--- src/rtl/arbitro_demux_dest.sv ---
// arbitro_demux_dest: routes arbiter words to two destination FIFOs with one-entry hold and backpressure
module arbitro_demux_dest #(
  parameter int WIDTH = 6,
  parameter int DEST_BIT = 4
) (
  input  logic             clk,
  input  logic             reset,
  input  logic [WIDTH-1:0] data_in,
  input  logic             valid_in,
  input  logic             D0_almost_full,
  input  logic             D1_almost_full,
  output logic [WIDTH-1:0] D0_out,
  output logic             D0_push,
  output logic [WIDTH-1:0] D1_out,
  output logic             D1_push,
  output logic             pause,
  output logic             overflow,
  output logic [7:0]       count_D0,
  output logic [7:0]       count_D1
);
  logic [1:0] af, new_w, push_n, drop, ld, hv, push_r;
  logic [WIDTH-1:0] hold [2];
  logic [WIDTH-1:0] dout [2];
  logic [7:0] cnt [2];
  assign af = {D1_almost_full, D0_almost_full};
  assign new_w = {valid_in & data_in[DEST_BIT], valid_in & ~data_in[DEST_BIT]};
  assign push_n = ~af & (hv | new_w);
  assign drop = hv & af & new_w;
  // a new word enters the hold either when the held one drains this cycle or when the path is blocked
  assign ld = new_w & (hv ^ af);
  always_ff @(posedge clk or posedge reset) begin
    if (reset) begin
      hv <= '0;
      push_r <= '0;
      overflow <= 1'b0;
      for (int i = 0; i < 2; i++) begin
        hold[i] <= '0;
        dout[i] <= '0;
        cnt[i] <= '0;
      end
    end else begin
      hv <= (hv & af) | ld;
      push_r <= push_n;
      if (|drop) overflow <= 1'b1;
      for (int i = 0; i < 2; i++) begin
        if (push_n[i]) dout[i] <= hv[i] ? hold[i] : data_in;
        if (ld[i]) hold[i] <= data_in;
        cnt[i] <= cnt[i] + 8'(push_n[i]);
      end
    end
  end
  assign D0_out = dout[0];
  assign D1_out = dout[1];
  assign D0_push = push_r[0];
  assign D1_push = push_r[1];
  assign pause = |hv;
  assign count_D0 = cnt[0];
  assign count_D1 = cnt[1];
endmodule

--- config.mk ---
export PLATFORM = sky130hd
export DESIGN_NAME = arbitro_demux_dest
export DESIGN_NICKNAME = d
export VERILOG_FILES = /design/src/rtl/arbitro_demux_dest.sv
export SDC_FILE = /design/constraint.sdc
export NUM_CORES = 1
export LEC_CHECK = 0
export CAP_MARGIN = 20
export CORE_MARGIN = 2
export CORE_UTILIZATION = 29
export DETAILED_ROUTE_END_ITERATION = 7
export SLEW_MARGIN = 20
export SYNTH_ARGS = -nofsm -noshare
export SYNTH_HDL_FRONTEND = slang
export SYNTH_SLANG_ARGS = --single-unit
--- constraint.sdc ---
create_clock -name clk -period 3.37 [get_ports clk]
set_input_delay 0.674 -clock clk [delete_from_list [all_inputs] [get_ports clk]]
set_output_delay 0.674 -clock clk [all_outputs]
set_load 0.005 [all_outputs]
==> metrics.txt, run 1 <==
status=finished, final reports clean; hpwl dp=2450 microns; # hold bufs at CTS=0; ANT nets after route=0; Max transition margin=37.5%; Hold Crit Class=flop to flop; met1 usage=14.4%; Worst EP arrival=2.59 ns; met2 Use GR=17.2%; residual DRC count=0; Worst path most repeated cell=ha_1; layout filler cell count=630; Row Count=29; Die ar.=0.00712 sq mm; port bufs=42; CP Capture Type=flop; main flop type after synthesis=dfrtp_1; first-pass GRT wire length=6200 microns; largest net degree at the start of global routing=46; clk root buf=clkbuf_8; Syn Nets=148; Post-CTS Setup Inserts=0; initial core utilization=29.7%; die width=84.4 microns; clk slew on worst S/H paths=0.08 ns; Avg Vias per Cell=4.51; Post-layout nets=195; Comb pwr share=28.7%; H-tree depth=2; worst-path fanout max=8; Max clock buf depth=2; Hold Vio Cnt, Final=0; Period minus WS final=2.41 ns; clk_skew=0.00651 ns; internal power=1.15 mW; max frequency=415 MHz; Final setup violation count=0; Least-Margin Pin Slew=0.937 ns; Largest stage delay, worst path=0.48 ns; Yosys cell types=23; CP Class=input port to flop; Clk pwr share=20.4%; largest delay contributor family on the critical path=simple AND/OR/NAND/NOR gates; Tot GR Track Use=11.1%; Synth area leaders=dfrtp_1, mux2_2, ha_1; cells along the critical path=clkdlybuf4s50_1 -> nand2b_1 -> a21oi_4 -> ha_1 -> ha_1 -> and3_1 -> nand3_1 -> xnor2_1; Final GP Congestion=0.731; GRT met3 Usage=3.74%; initial antenna violation count=0; vias post-DR=1155; Layout Utilization=38.9%; RSZ-0062 raised after global routing=no; CTS buffer count=5; final slew viol count=0; pwr dens=645 mW/mm^2; CP Launch Type=input port; Initial DRC Count=27; Layout area overhead=31.0%; gr busiest metal=met2; Clock Latency Late Sink=0.29 ns; cell taking the most area after synthesis=dfrtp_1; Routed WL=3560 microns; period utilization=71.5%; vias in the first global route=1263; post-cts sizing count=0; setup TNS=0 ns; sequential group share of total power=51.0%; Mapped Area=0.00187 sq mm; WP data required=3.55 ns; Synth Instances=131; Synth Warn #=0; asr flop ratio synth=100%; Post-synth top cells=dfrtp_1, mux2_2, nand3_1, xor2_1, ha_1; Max Cap Violations=0; synthesis-stage register bit count=45; clk sink count=45; CTS tree=yes; wire length per cell=13.9 microns; post-synth top area share=60.1%; most common cell in the netlist=dfrtp_1; Post-synth EDFFs=0; sequential share of the synthesized area=60.1%; ant diodes=0; cell leakage power=1.06 nW; Pwr Total=1.58 mW; slowest stage cell, crit path=clkdlybuf4s50_1; syn avg cell area=14.3 sq um; Buf+Inv Stages, Crit Path=1; Switching Fraction=27.2%; layout cell share with drive strength beyond 1=22.3%; chip height=84.4 microns; sw power=0.431 mW; I/O pins=43; VDD IR max=0.283 mV; TritonRoute pass-1 iters=4; GRT Residual Overflow=0; total core area=0.00631 sq mm
## metal layers
metal	vias up	part of all wire, %
met1	562	47
li1	550	-
met4	0	1.8
met3	8	4.9
met5	-	0
met2	35	46
## state kept, by name (all words and copies together), names as in the netlist
signal and cells:
count_D0 8, overflow 1, hold 12, D1_out 6, hv 2, count_D1 8, D0_out 6, push_r 2
## final timing paths
path	endpoint	start	cells after the start	slack, ns
max	count_D0[6]	data_in[4]	8	0.96
min	count_D0[7]	count_D0[7]	1	0.47
max reg2reg	count_D0[6]	hv[0]	7	1.38
min reg2reg	count_D0[7]	count_D0[7]	1	0.47
max in group asynchronous	count_D0[1]	reset	2	1.87
min in group asynchronous	count_D1[7]	reset	2	0.91
## worst register-to-register path, delay by kind of cell, from the launching register on
family / cells / cell delay [ns]
compound gates: 1 / 0.29
xor+xnor: 1 / 0.13
fa+ha+maj: 2 / 0.47
buf+inv: 1 / 0.13
flops: 1 / 0.56
simple gates: 2 / 0.30
## stage by stage
stage / setup slack (ns) / std cells / hold slack, ns / area [sq um]
2_1_floorplan: 1.39 / 131 / 0.436 / 1870
3_3_place_gp: 0.718 / 248 / 0.454 / 2370
3_5_place_dp: 0.665 / 248 / 0.453 / 2370
4_1_cts: 0.972 / 256 / 0.476 / 2450
5_1_grt: 0.817 / 256 / 0.495 / 2450
6_report: 0.961 / 256 / 0.471 / 2450
## power groups by stage
stage | Sequential [mW] | Clock [mW] | Combinational (mW)
after floorplan | 0.800 | 0 | 0.188
after global placement | 0.817 | 0 | 0.455
after detailed placement | 0.820 | 0 | 0.461
after CTS | 0.811 | 0.338 | 0.465
after global routing | 0.833 | 0.361 | 0.498
final | 0.807 | 0.322 | 0.454
## placed cells by master, fill, tap and decap left out, drive strengths merged
cell           netlist  final
dfrtp               45     45
clkdlybuf4s50        0     42
mux2                31     31
clkbuf               0      8
nand3                7      7
xor2                 7      7
ha                   6      6
xnor2                5      5
nand2b               4      4
nand2                4      4
nor2                 4      4
inv                  3      3
nor3                 2      2
and3                 2      2
nand3b               2      2
a21oi                2      2
a2bb2oi              1      1
or2                  1      1
a21o                 1      1
o21ai                1      1
and2                 1      1
## final cells by class
| type | instances | area, sq um | share of cell area, % |
|---|---|---|---|
| Timing Repair Buffer | 42 | 420 | 17.1 |
| Inverter | 3 | 11.3 | 0.459 |
| Sequential cell | 45 | 1130 | 45.9 |
| Multi-Input combinational cell | 81 | 719 | 29.3 |
| Clock buffer | 8 | 80.1 | 3.26 |
| Tap cell | 77 | 96.3 | 3.93 |
## logic make-up after synthesis
logic type      synth area share (%)
simple gates                    7.88
fa+ha+maj                       4.01
mux                             18.6
buf+inv                         1.47
compound gates                  2.27
xor+xnor                        5.61
flops                           60.1
Power figures use the tool's default switching activity.
==> run 2, diff against run 1 <==
==> constraint.sdc (replaced) <==
create_clock -name clk -period 2.4 [get_ports clk]
set_input_delay 0.48 -clock clk [delete_from_list [all_inputs] [get_ports clk]]
set_output_delay 0.48 -clock clk [all_outputs]
set_load 0.005 [all_outputs]
==> run 2 against run 1 <==
Effect of this change: hold slack got worse by 0.0024 ns; clock skew fell by 0.00089 ns; non-clock buffer count rose by 6.
==> metrics.txt, run 2 (synthesis gave the netlist of run 1 again) <==
max frequency=477 MHz; cells along the critical path=or2_2 -> clkdlybuf4s50_1; largest delay contributor family on the critical path=flip-flops; Clock Latency Late Sink=0.30 ns; Post-CTS Setup Inserts=0; I/O pins=43; Final setup violation count=0; TritonRoute pass-1 iters=4; DR WL met2=1720 microns; DR top layer=met4; vias in the first global route=1247; Clk pwr share=22.6%; hpwl dp=2620 microns; total core area=0.00631 sq mm; CP Class=flop to output port; wire length per cell=13.8 microns; CP Capture Type=output port; Max clock buf depth=2; Largest stage delay, worst path=0.52 ns; Post-layout nets=201; clk_skew=0.00562 ns; Routed WL=3610 microns; Final WS setup=0.305 ns; Max transition margin=69.1%; Max Cap Violations=0; post-cts sizing count=0; DR WL met3=203 microns; Period minus WS final=2.10 ns; H-tree depth=2; Row Count=29; initial antenna violation count=0; CTS buffer count=5; internal power=1.68 mW; min-delay src=count_D0[7]; Switching Fraction=27.0%; clk sink count=45; WHS Path Cells=1; most common cell after layout, fill and taps aside=dfrtp_1; ANT nets after route=0; Buf+Inv Stages, Crit Path=1; port bufs=42; worst-path fanout max=9; Die ar.=0.00712 sq mm; RSZ-0062 raised after global routing=no; Met1 Routed Length=1630 microns; Layout area overhead=34.5%; Pwr Total=2.30 mW; Worst EP arrival=1.62 ns; CP Launch Type=flop; final slew viol count=0; layout cell share with drive strength beyond 1=26.5%; sw power=0.622 mW; largest net degree at the start of global routing=23; vias post-DR=1176; Worst path depth=2; die width=84.4 microns; Avg Vias per Cell=4.49; ant diodes=0; Worst R2R End=count_D0[6]; pwr dens=913 mW/mm^2; max reg flops=12; status=finished, final reports clean; post-place setup slack=0.171 ns; cell leakage power=1.10 nW; R2R Setup Slk=0.61 ns; worst r2r src=hv[0]; Biggest register=hold; Worst Hold Path EP=count_D0[7]; most frequent cells in the layout=dfrtp_1, clkdlybuf4s50_1, mux2_2; CTS tree=yes; VDD IR max=0.463 mV; clk root buf=clkbuf_8; setup TNS=0 ns; Register-to-Register Path Depth=7; GRT Residual Overflow=0; Final GP Congestion=0.664; # hold bufs at CTS=0; chip height=84.4 microns; Tot GR Track Use=10.8%; Least-Margin Pin Slew=0.463 ns; WP data required=1.92 ns; initial core utilization=29.7%; Initial DRC Count=23; slowest stage cell, crit path=dfrtp_1; clk slew on worst S/H paths=0.08 ns; Comb pwr share=28.1%; Hold Vio Cnt, Final=0; period utilization=87.3%; first-pass GRT wire length=6060 microns; Hold Crit Class=flop to flop; residual DRC count=0; sequential group share of total power=49.3%
## run 2: cell count changes in the layout (fill, tap and decap cells not counted)
cell      change
buf_4         +6
clkbuf_1      -3
clkbuf_8      +2
clkinv_2      +1
## run 2: cell type report
| class | instances | area (sq um) |
|---|---|---|
| Tap cell | 77 | 96.3 |
| Multi-Input combinational cell | 81 | 719 |
| Clock buffer | 7 | 96.3 |
| Sequential cell | 45 | 1130 |
| Timing Repair Buffer | 48 | 465 |
| Inverter | 3 | 11.3 |
| Fill cell | 626 | 3790 |
| Clock inverter | 1 | 5.00 |
## run 2: worst max path at each step
stage                             end  startpoint  slack, ns
after floorplan           count_D0[6]  data_in[4]       0.61
after global placement    count_D0[6]  data_in[4]       0.21
after detailed placement  count_D0[6]  data_in[4]       0.17
after CTS                       pause       hv[1]       0.28
after global routing            pause       hv[1]       0.25
final                           pause       hv[1]       0.30
## run 2: power by group through the flow
stage / registers, mW / clock network [mW] / logic, mW
detailed placement: 1.15 / 0 / 0.661
CTS: 1.14 / 0.540 / 0.664
global route: 1.17 / 0.561 / 0.710
floorplan: 1.12 / 0 / 0.264
finish: 1.13 / 0.519 / 0.647
global placement: 1.14 / 0 / 0.647
## run 2: metal layers
layer  vias up  track usage (%)
li1        560                -
met1       574             13.7
met2        35             17.2
met3         7             3.64
met4         0             3.90
met5         -                0
## run 2: stage by stage
stage / hold slack (ns) / instances / util (%) / area, sq um
2_1_floorplan: 0.436 / 131 / - / 1870
3_3_place_gp: 0.457 / 254 / 38.3 / 2420
3_5_place_dp: 0.457 / 254 / 38.3 / 2420
4_1_cts: 0.478 / 262 / 39.9 / 2520
5_1_grt: 0.495 / 262 / 39.9 / 2520
6_report: 0.468 / 262 / 39.9 / 2520
## run 2: worst register-to-register path: cells and delay by family (launching register included)
family          cells  cell delay [ns]
flops               1             0.57
fa+ha+maj           2             0.42
simple gates        2             0.30
compound gates      1             0.14
buf+inv             1             0.13
xor+xnor            1             0.13
